**src/rtl/cache_line_param.sv**
```systemverilog
// One cache line of 2^LINEBITS words with dcache rd/wr and icache rd ports plus a flush/fill engine.
// Build option CACHE_LINE_PARAM_DIRTY_WORDMASK_EN: per-word dirty bits so flush writes back only dirty words.
module cache_line_param #(
  parameter int ADDRBITS    = 32,
  parameter int DATABITS    = 32,
  parameter int LINEBITS    = 5,
  parameter int MAXMISSBITS = 8,
  parameter int WORDLENBITS = 2
) (
  input  logic                   clk,
  input  logic                   reset,
  input  logic [ADDRBITS-1:0]    dcache_line_rdaddr,
  input  logic                   dcache_line_rdreq,
  output logic [DATABITS-1:0]    dcache_line_out,
  output logic                   dcache_line_out_valid,
  input  logic [ADDRBITS-1:0]    dcache_line_wraddr,
  input  logic [DATABITS-1:0]    dcache_line_in,
  input  logic [WORDLENBITS-1:0] dcache_line_in_wordlen,
  input  logic                   dcache_line_wrreq,
  input  logic [ADDRBITS-1:0]    icache_line_rdaddr,
  input  logic                   icache_line_rdreq,
  output logic [DATABITS-1:0]    icache_line_out,
  output logic                   icache_line_out_valid,
  output logic                   cache_line_dirty,
  output logic                   cache_line_miss,
  input  logic                   cache_line_flush,
  input  logic                   cache_line_fill,
  input  logic                   cache_line_pause,
  output logic [MAXMISSBITS-1:0] cache_line_misscnt,
  input  logic [ADDRBITS-1:0]    cache_new_region,
  output logic                   cache_line_ready,
  output logic [ADDRBITS-1:0]    mem_addr,
  output logic [DATABITS-1:0]    mem_in,
  input  logic [DATABITS-1:0]    mem_out,
  input  logic                   mem_out_valid,
  output logic                   mem_wrreq,
  output logic                   mem_rdreq
);

  localparam int NBYTES  = DATABITS / 8;
  localparam int BSEL    = $clog2(NBYTES);
  localparam int NWORDS  = 1 << LINEBITS;
  localparam int TAGBITS = ADDRBITS - LINEBITS - BSEL;
  localparam logic [LINEBITS-1:0] LAST_IDX = '1;

  typedef enum logic [1:0] {
    S_IDLE,
    S_FLUSH,
    S_FILL_REQ,
    S_FILL_WAIT
  } state_t;

  state_t              state;
  logic [LINEBITS-1:0] idx;
  logic [TAGBITS-1:0]  tag;
  logic [TAGBITS-1:0]  new_tag;
  logic                line_valid;
  logic                fill_pending;
  logic [DATABITS-1:0] line_data [NWORDS];

`ifdef CACHE_LINE_PARAM_DIRTY_WORDMASK_EN
  logic [NWORDS-1:0]   dirty_mask;
  wire                 word_dirty = dirty_mask[idx];
  assign cache_line_dirty = |dirty_mask;
`else
  logic                dirty_bit;
  wire                 word_dirty = 1'b1;
  assign cache_line_dirty = dirty_bit;
`endif

  // Address decode for the three request ports and the fill region.
  wire [TAGBITS-1:0]  d_rd_tag   = dcache_line_rdaddr[ADDRBITS-1:LINEBITS+BSEL];
  wire [LINEBITS-1:0] d_rd_idx   = dcache_line_rdaddr[LINEBITS+BSEL-1:BSEL];
  wire [TAGBITS-1:0]  i_rd_tag   = icache_line_rdaddr[ADDRBITS-1:LINEBITS+BSEL];
  wire [LINEBITS-1:0] i_rd_idx   = icache_line_rdaddr[LINEBITS+BSEL-1:BSEL];
  wire [TAGBITS-1:0]  wr_tag     = dcache_line_wraddr[ADDRBITS-1:LINEBITS+BSEL];
  wire [LINEBITS-1:0] wr_idx     = dcache_line_wraddr[LINEBITS+BSEL-1:BSEL];
  wire [BSEL-1:0]     wr_off     = dcache_line_wraddr[BSEL-1:0];
  wire [TAGBITS-1:0]  region_tag = cache_new_region[ADDRBITS-1:LINEBITS+BSEL];

  wire unused_addr_bits = &{1'b0, dcache_line_rdaddr[BSEL-1:0], icache_line_rdaddr[BSEL-1:0],
                            cache_new_region[LINEBITS+BSEL-1:0]};

  wire lookup_ok = line_valid && (state == S_IDLE);
  wire d_rd_hit  = dcache_line_rdreq && lookup_ok && (d_rd_tag == tag);
  wire i_rd_hit  = icache_line_rdreq && lookup_ok && (i_rd_tag == tag);

  logic [7:0]          size_mask;
  logic [2:0]          align_mask;
  logic                size_ok;
  logic                wr_aligned;
  logic [NBYTES-1:0]   wr_be;
  logic [DATABITS-1:0] wr_shifted;

  // NOTE: every signal written in always_comb gets a default first, so no path can leave it unassigned and infer a latch.
  always_comb begin
    size_mask  = 8'h00;
    align_mask = 3'd0;
    size_ok    = 1'b0;
    case (dcache_line_in_wordlen)
      WORDLENBITS'(0): begin size_mask = 8'h01; align_mask = 3'd0; size_ok = 1'b1; end
      WORDLENBITS'(1): begin size_mask = 8'h03; align_mask = 3'd1; size_ok = 1'b1; end
      WORDLENBITS'(2): begin size_mask = 8'h0f; align_mask = 3'd3; size_ok = 1'b1; end
      WORDLENBITS'(3): begin size_mask = 8'hff; align_mask = 3'd7; size_ok = (DATABITS == 64); end
      default: ;
    endcase
    wr_aligned = size_ok && ((wr_off & align_mask[BSEL-1:0]) == '0);
    wr_be      = size_mask[NBYTES-1:0] << wr_off;
    wr_shifted = dcache_line_in << {wr_off, 3'b000};
  end

  wire wr_hit  = dcache_line_wrreq && lookup_ok && (wr_tag == tag) && wr_aligned;
  wire any_req = dcache_line_rdreq || icache_line_rdreq || dcache_line_wrreq;
  wire any_hit = d_rd_hit || i_rd_hit || wr_hit;

  wire fill_store = (state == S_FILL_WAIT) && mem_out_valid;
  wire flush_step = (state == S_FLUSH) && (!word_dirty || !cache_line_pause);

  assign cache_line_ready = (state == S_IDLE);

  // NOTE: the line storage has no reset; line_valid alone says whether its contents mean anything.
  always_ff @(posedge clk) begin
    if (fill_store) begin
      line_data[idx] <= mem_out;
    end else if (wr_hit) begin
      for (int b = 0; b < NBYTES; b++) begin
        if (wr_be[b]) line_data[wr_idx][8*b +: 8] <= wr_shifted[8*b +: 8];
      end
    end
  end

  // Read ports sample the array before this edge's write lands, so a same-word write returns old data.
  always_ff @(posedge clk) begin
    if (reset) begin
      dcache_line_out       <= '0;
      dcache_line_out_valid <= 1'b0;
      icache_line_out       <= '0;
      icache_line_out_valid <= 1'b0;
    end else begin
      dcache_line_out_valid <= d_rd_hit;
      icache_line_out_valid <= i_rd_hit;
      if (d_rd_hit) dcache_line_out <= line_data[d_rd_idx];
      if (i_rd_hit) icache_line_out <= line_data[i_rd_idx];
    end
  end

  // NOTE: sequential state uses non-blocking assignments so every register sees pre-edge values.
  always_ff @(posedge clk) begin
    if (reset) begin
      state              <= S_IDLE;
      idx                <= '0;
      tag                <= '0;
      new_tag            <= '0;
      line_valid         <= 1'b0;
      fill_pending       <= 1'b0;
      cache_line_miss    <= 1'b0;
      cache_line_misscnt <= '0;
      mem_addr           <= '0;
      mem_in             <= '0;
      mem_wrreq          <= 1'b0;
      mem_rdreq          <= 1'b0;
`ifdef CACHE_LINE_PARAM_DIRTY_WORDMASK_EN
      dirty_mask         <= '0;
`else
      dirty_bit          <= 1'b0;
`endif
    end else begin
      mem_wrreq       <= 1'b0;
      mem_rdreq       <= 1'b0;
      cache_line_miss <= any_req && !any_hit;

      // Misses seen while the engine is busy are flagged but not counted.
      if (any_req && !any_hit && (state == S_IDLE) && (cache_line_misscnt != '1))
        cache_line_misscnt <= cache_line_misscnt + 1'b1;

      if (wr_hit) begin
`ifdef CACHE_LINE_PARAM_DIRTY_WORDMASK_EN
        dirty_mask[wr_idx] <= 1'b1;
`else
        dirty_bit <= 1'b1;
`endif
      end

      case (state)
        S_IDLE: begin
          idx <= '0;
          if (cache_line_flush && cache_line_dirty) begin
            state        <= S_FLUSH;
            fill_pending <= cache_line_fill;
            new_tag      <= region_tag;
          end else if (cache_line_fill) begin
            state      <= S_FILL_REQ;
            line_valid <= 1'b0;
            new_tag    <= region_tag;
          end
        end

        S_FLUSH: begin
          if (flush_step) begin
            if (word_dirty) begin
              mem_wrreq <= 1'b1;
              mem_addr  <= {tag, idx, {BSEL{1'b0}}};
              mem_in    <= line_data[idx];
`ifdef CACHE_LINE_PARAM_DIRTY_WORDMASK_EN
              dirty_mask[idx] <= 1'b0;
`endif
            end
            if (idx == LAST_IDX) begin
              idx <= '0;
`ifndef CACHE_LINE_PARAM_DIRTY_WORDMASK_EN
              dirty_bit <= 1'b0;
`endif
              if (fill_pending) begin
                state      <= S_FILL_REQ;
                line_valid <= 1'b0;
              end else begin
                state <= S_IDLE;
              end
            end else begin
              idx <= idx + 1'b1;
            end
          end
        end

        S_FILL_REQ: begin
          if (!cache_line_pause) begin
            mem_rdreq <= 1'b1;
            mem_addr  <= {new_tag, idx, {BSEL{1'b0}}};
            state     <= S_FILL_WAIT;
          end
        end

        S_FILL_WAIT: begin
          if (mem_out_valid) begin
            if (idx == LAST_IDX) begin
              state              <= S_IDLE;
              idx                <= '0;
              line_valid         <= 1'b1;
              tag                <= new_tag;
              fill_pending       <= 1'b0;
              cache_line_misscnt <= '0;
`ifdef CACHE_LINE_PARAM_DIRTY_WORDMASK_EN
              dirty_mask         <= '0;
`else
              dirty_bit          <= 1'b0;
`endif
            end else begin
              idx   <= idx + 1'b1;
              state <= S_FILL_REQ;
            end
          end
        end

        default: state <= S_IDLE;
      endcase
    end
  end

endmodule

```
**config.mk**
```make
export PLATFORM = sky130hd
export DESIGN_NAME = cache_line_param
export DESIGN_NICKNAME = d
export VERILOG_FILES = /design/src/rtl/cache_line_param.sv
export SDC_FILE = /design/constraint.sdc
export NUM_CORES = 2
export LEC_CHECK = 0
export BUFFER_PORTS_ARGS = -buffer_cell sky130_fd_sc_hd__buf_2
export CAP_MARGIN = 5
export CELL_PAD_IN_SITES_DETAIL_PLACEMENT = 0
export CELL_PAD_IN_SITES_GLOBAL_PLACEMENT = 2
export CORE_MARGIN = 8
export CORE_UTILIZATION = 47
export CTS_BUF_LIST = sky130_fd_sc_hd__clkbuf_2 sky130_fd_sc_hd__clkbuf_4 sky130_fd_sc_hd__clkbuf_8
export DETAILED_ROUTE_END_ITERATION = 8
export GPL_TIMING_DRIVEN = 1
export PLACE_DENSITY = 0.88
export SYNTH_ARGS = -nofsm -noshare
export SYNTH_HDL_FRONTEND = slang
export SYNTH_SLANG_ARGS = --single-unit
```
**constraint.sdc**
```tcl
create_clock -name clk -period 3.58 [get_ports clk]
set_input_delay 0.358 -clock clk [delete_from_list [all_inputs] [get_ports clk]]
set_output_delay 0.358 -clock clk [all_outputs]
set_load 0.02 [all_outputs]
```
==> out/results.env <==
SETUP_VIOL=0
RSZ_0062_RAISED_AFTER_GLOBAL_ROUTING='no'
FIN_WORST_HOLD_SLACK_NS=0.07116
DETAIL_ROUTE.FIRST_PASS.ITERATIONS=6
TIMING_WORST_SETUP_PATH_TYPE='register to register'
N_FILL_CELL=11100
WORST_PATH_FANOUT_MAX=12
FLOORPLAN.IO_PINS=346
TOP_LIBRARY_CELLS_BY_USAGE_IN_THE_LAYOUT_FILL_AND_TAPS_ASIDE='sky130_fd_sc_hd__edfxtp_1 (1024), sky130_fd_sc_hd__mux4_2 (703), sky130_fd_sc_hd__mux2i_1 (440), sky130_fd_sc_hd__buf_2 (323), sky130_fd_sc_hd__buf_4 (313)'
SYNTH_FF_TYPE='sky130_fd_sc_hd__edfxtp_1'
TIMING.FMAX_MHz=287.7
GRT_MAX_DEGREE=68
DIE_AREA_SQ_MM=0.1525
CLKSLEWWORSTSETUPHOLDPATHS_NS=0.06
GRTUSAGEMET1_PCT=37.36
POSTLAYOUTCELLAREA_SQ_MM=0.07708
SYNTH.YOSYS.SEQ_AREA_SHARE_PCT=52.70
SYNTH.DISTINCT_CELLS=56
RESULT_OF_THE_RUN='finished clean'
CLK-INSERTION-DELAY-LATE_NS=0.95
MAX-SLEW-MARGIN-REL_PCT=19.90
GRT_FIRST_PASS_WIRELENGTH_MM=313.3
GRT_USAGE_PCT=27.98
DIE_HEIGHT_MICRONS=390.5
SYNTH.AREA.TOP_CELLS='sky130_fd_sc_hd__edfxtp_1 (47%), sky130_fd_sc_hd__mux4_2 (24%), sky130_fd_sc_hd__mux2i_1 (6.7%)'
MET3_USAGE_PCT=9.078
TOTAL_POWER_mW=32.07
GRT-BUSIEST-LAYER='met2'
POSTSYNTHREGISTERBITS=1223
DRC_ERRORS=0
GRT_PASS1_VIAS=45140
NUMPLACEDINSTANCES=6422
POST_DRT_WL_PER_CELL_MICRONS=31.64
DP_HPWL_MM=153.8
VIAS=44980
CRIT_ARRIVAL_NS=4.03
REPORT.FINAL.SLEW_VIOL_COUNT=0
MOSTFREQUENTLAYOUTCELL='sky130_fd_sc_hd__edfxtp_1'
POST-ROUTE-PERIOD-UTIL_PCT=97.07
GP_CONGESTION=0.9370
FINISH.NET_COUNT=5023
VDD.IR_DROP.WORST_V=0.0003809
SYNTH_ENABLE_FLOP_CELLS=1024
WORST_HOLD_PATH_TYPE='input pin to register'
YS_WARN_COUNT=0
PLACEMENT_ROWS=137
TRITONCTS='built'
DRTANTENNAVIOLNETS=0
WORSTPATHREQUIRED_NS=4.13
H_TREE_DEPTH=4
CTS-ROOT-TO-SINK-BUFFERS=3
POSTPLACECELLAREA_SQ_MM=0.07211
CTS.SINK_COUNT=1223
FINALCRITICALPERIOD_NS=3.475
POSTLAYOUTCOREUTIL_PCT=55.31
CRIT_PATH_END_KIND='register'
SETUP_TOTAL_NEGATIVE_SLACK_NS=0
WORST-SLEW-PIN-TRANSITION_NS=1.202
POST_ROUTE_CELLS_DRIVE_ABOVE_1_SHARE_PCT=39.17
FIN_CELLS=6875
SYN_INST=4251
MET2_USAGE_PCT=43.41
DIE_WIDTH_MICRONS=390.5
WORSTSETUPSTARTPOINTTYPE='register'
FLOORPLAN.INITIALDENSITY_PCT=47.29
CELLPOWERDENSITY_mW_PER_MM2=416.1
LEAKAGE_POWER_FIGURE_nW=25.37
PRE_CTS_SLACK_NS=-0.1193
TIMING.FINAL.HOLD_VIOLATIONS=0
MAX_CAP_VIOLATIONS=0
WORST_CLOCK_SKEW_NS=0.04170
WIRELENGTH_MM=217.5
DETAIL_ROUTE.VIAS_PER_CELL=6.542
ANTENNA_FOUND_INITIAL=20
ASYNCSETRESETFLOPFRACSYNTH_PCT=0
LAYOUT-AREA-OVERHEAD-VS-SYNTH_PCT=16.96
CTS.ROOT.BUFFER_CELL='sky130_fd_sc_hd__clkbuf_8'
STARTING_DRT_DRC_COUNT=5009
NETLIST_AREA_SQ_MM=0.06590
SYNTH_AREA_LEADER_CELL='sky130_fd_sc_hd__edfxtp_1'
POST-ROUTE-WORST-SETUP-SLACK_NS=0.1047
IO_BUFFER_COUNT=332
TRITONCTS.NUM_BUFFERS=200
GRT.OVERFLOW.TOTAL=0
YOSYS.AREA.TOP_TYPE_SHARE_PCT=46.66
AVGSYNTHCELLAREA_SQ_UM=15.50
FP.COREAREA_SQ_MM=0.1394
## logic make-up after synthesis
group,after synthesis,share of synthesized area [%]
adder cells (fa/ha/maj),3,0.05696
AO/OA/AOI/OAI,594,6.111
other,1,0.005690
buffers and inverters,423,2.798
multiplexers,1163,31.09
flip-flops,1223,52.70
XOR/XNOR,75,0.9967
AND/OR/NAND/NOR,769,6.239
## routing by layer
metal,wire (microns),up-vias
li1,-,18840
met1,82140,22930
met2,101200,2792
met3,26830,408
met4,7267,12
met5,77,-
## Yosys cell counts (all sizes together), types with 39 or more instances
library cell / instances
a21oi: 169
buf: 163
clkbuf: 256
dfxtp: 199
edfxtp: 1024
mux2i: 449
mux4: 703
nand2: 245
nand2b: 39
nor2: 180
nor3: 189
o21ai: 85
o221ai: 128
o22ai: 98
xnor2: 61
## worst paths after layout
| check | slack [ns] | depth (start not counted) | endpoint | from |
|---|---|---|---|---|
| max | 0.10 | 10 | line_data[26][10] | tag[5] |
| min | 0.07 | 3 | dcache_line_out[1] | dcache_line_rdaddr[5] |
| max reg2reg | 0.10 | 10 | line_data[26][10] | tag[5] |
| min reg2reg | 0.47 | 2 | new_tag[0] | new_tag[0] |
## power by group
part	switching [mW]	internal (mW)
clock	5.81	6.88
combinational	2.16	1.60
sequential	0.0908	15.5
total	8.06	24.0
## timing repair
action / 4_1_cts / 5_1_grt
buffers inserted: 0 / 0
gates resized for setup: 0 / 17
setup endpoints to repair: 0 / 178
hold buffers: 69 / 0
hold endpoints to repair: 565 / 0
## final cells by class
cell class                 count  area, sq um  area share [%]
sequential                  1223        34750           45.08
multi-input combinational   2606        29640           38.46
timing repair buffer         782         6152           7.981
clock buffer                 296         3642           4.725
tap                         1876         2347           3.045
clock inverter                77        505.5          0.6558
antenna                       11        27.53         0.03571
inverter                       4        17.52         0.02272
## worst max-delay path, stage by stage, from the launching register on
cell,delay (ns)
sky130_fd_sc_hd__dfxtp_1,0.34
sky130_fd_sc_hd__xnor2_2,0.26
sky130_fd_sc_hd__buf_4,0.16
sky130_fd_sc_hd__nand4_1,0.10
sky130_fd_sc_hd__or4_4,0.55
sky130_fd_sc_hd__nor4_4,0.28
sky130_fd_sc_hd__buf_12,0.20
sky130_fd_sc_hd__buf_4,0.16
sky130_fd_sc_hd__a21oi_4,0.15
sky130_fd_sc_hd__buf_4,0.23
sky130_fd_sc_hd__nor3_2,0.65
## sequential cells by signal, indices dropped and copies added, names as in the netlist
signal / cells
dcache_line_out_valid: 1
cache_line_dirty: 1
fill_pending: 1
mem_wrreq: 1
mem_addr: 30
cache_line_miss: 1
tag: 25
mem_in: 32
dcache_line_out: 32
icache_line_out_valid: 1
cache_line_misscnt: 8
state: 2
new_tag: 25
line_valid: 1
line_data: 1024
idx: 5
mem_rdreq: 1
icache_line_out: 32
No activity file was read; power rests on OpenSTA's default activity.
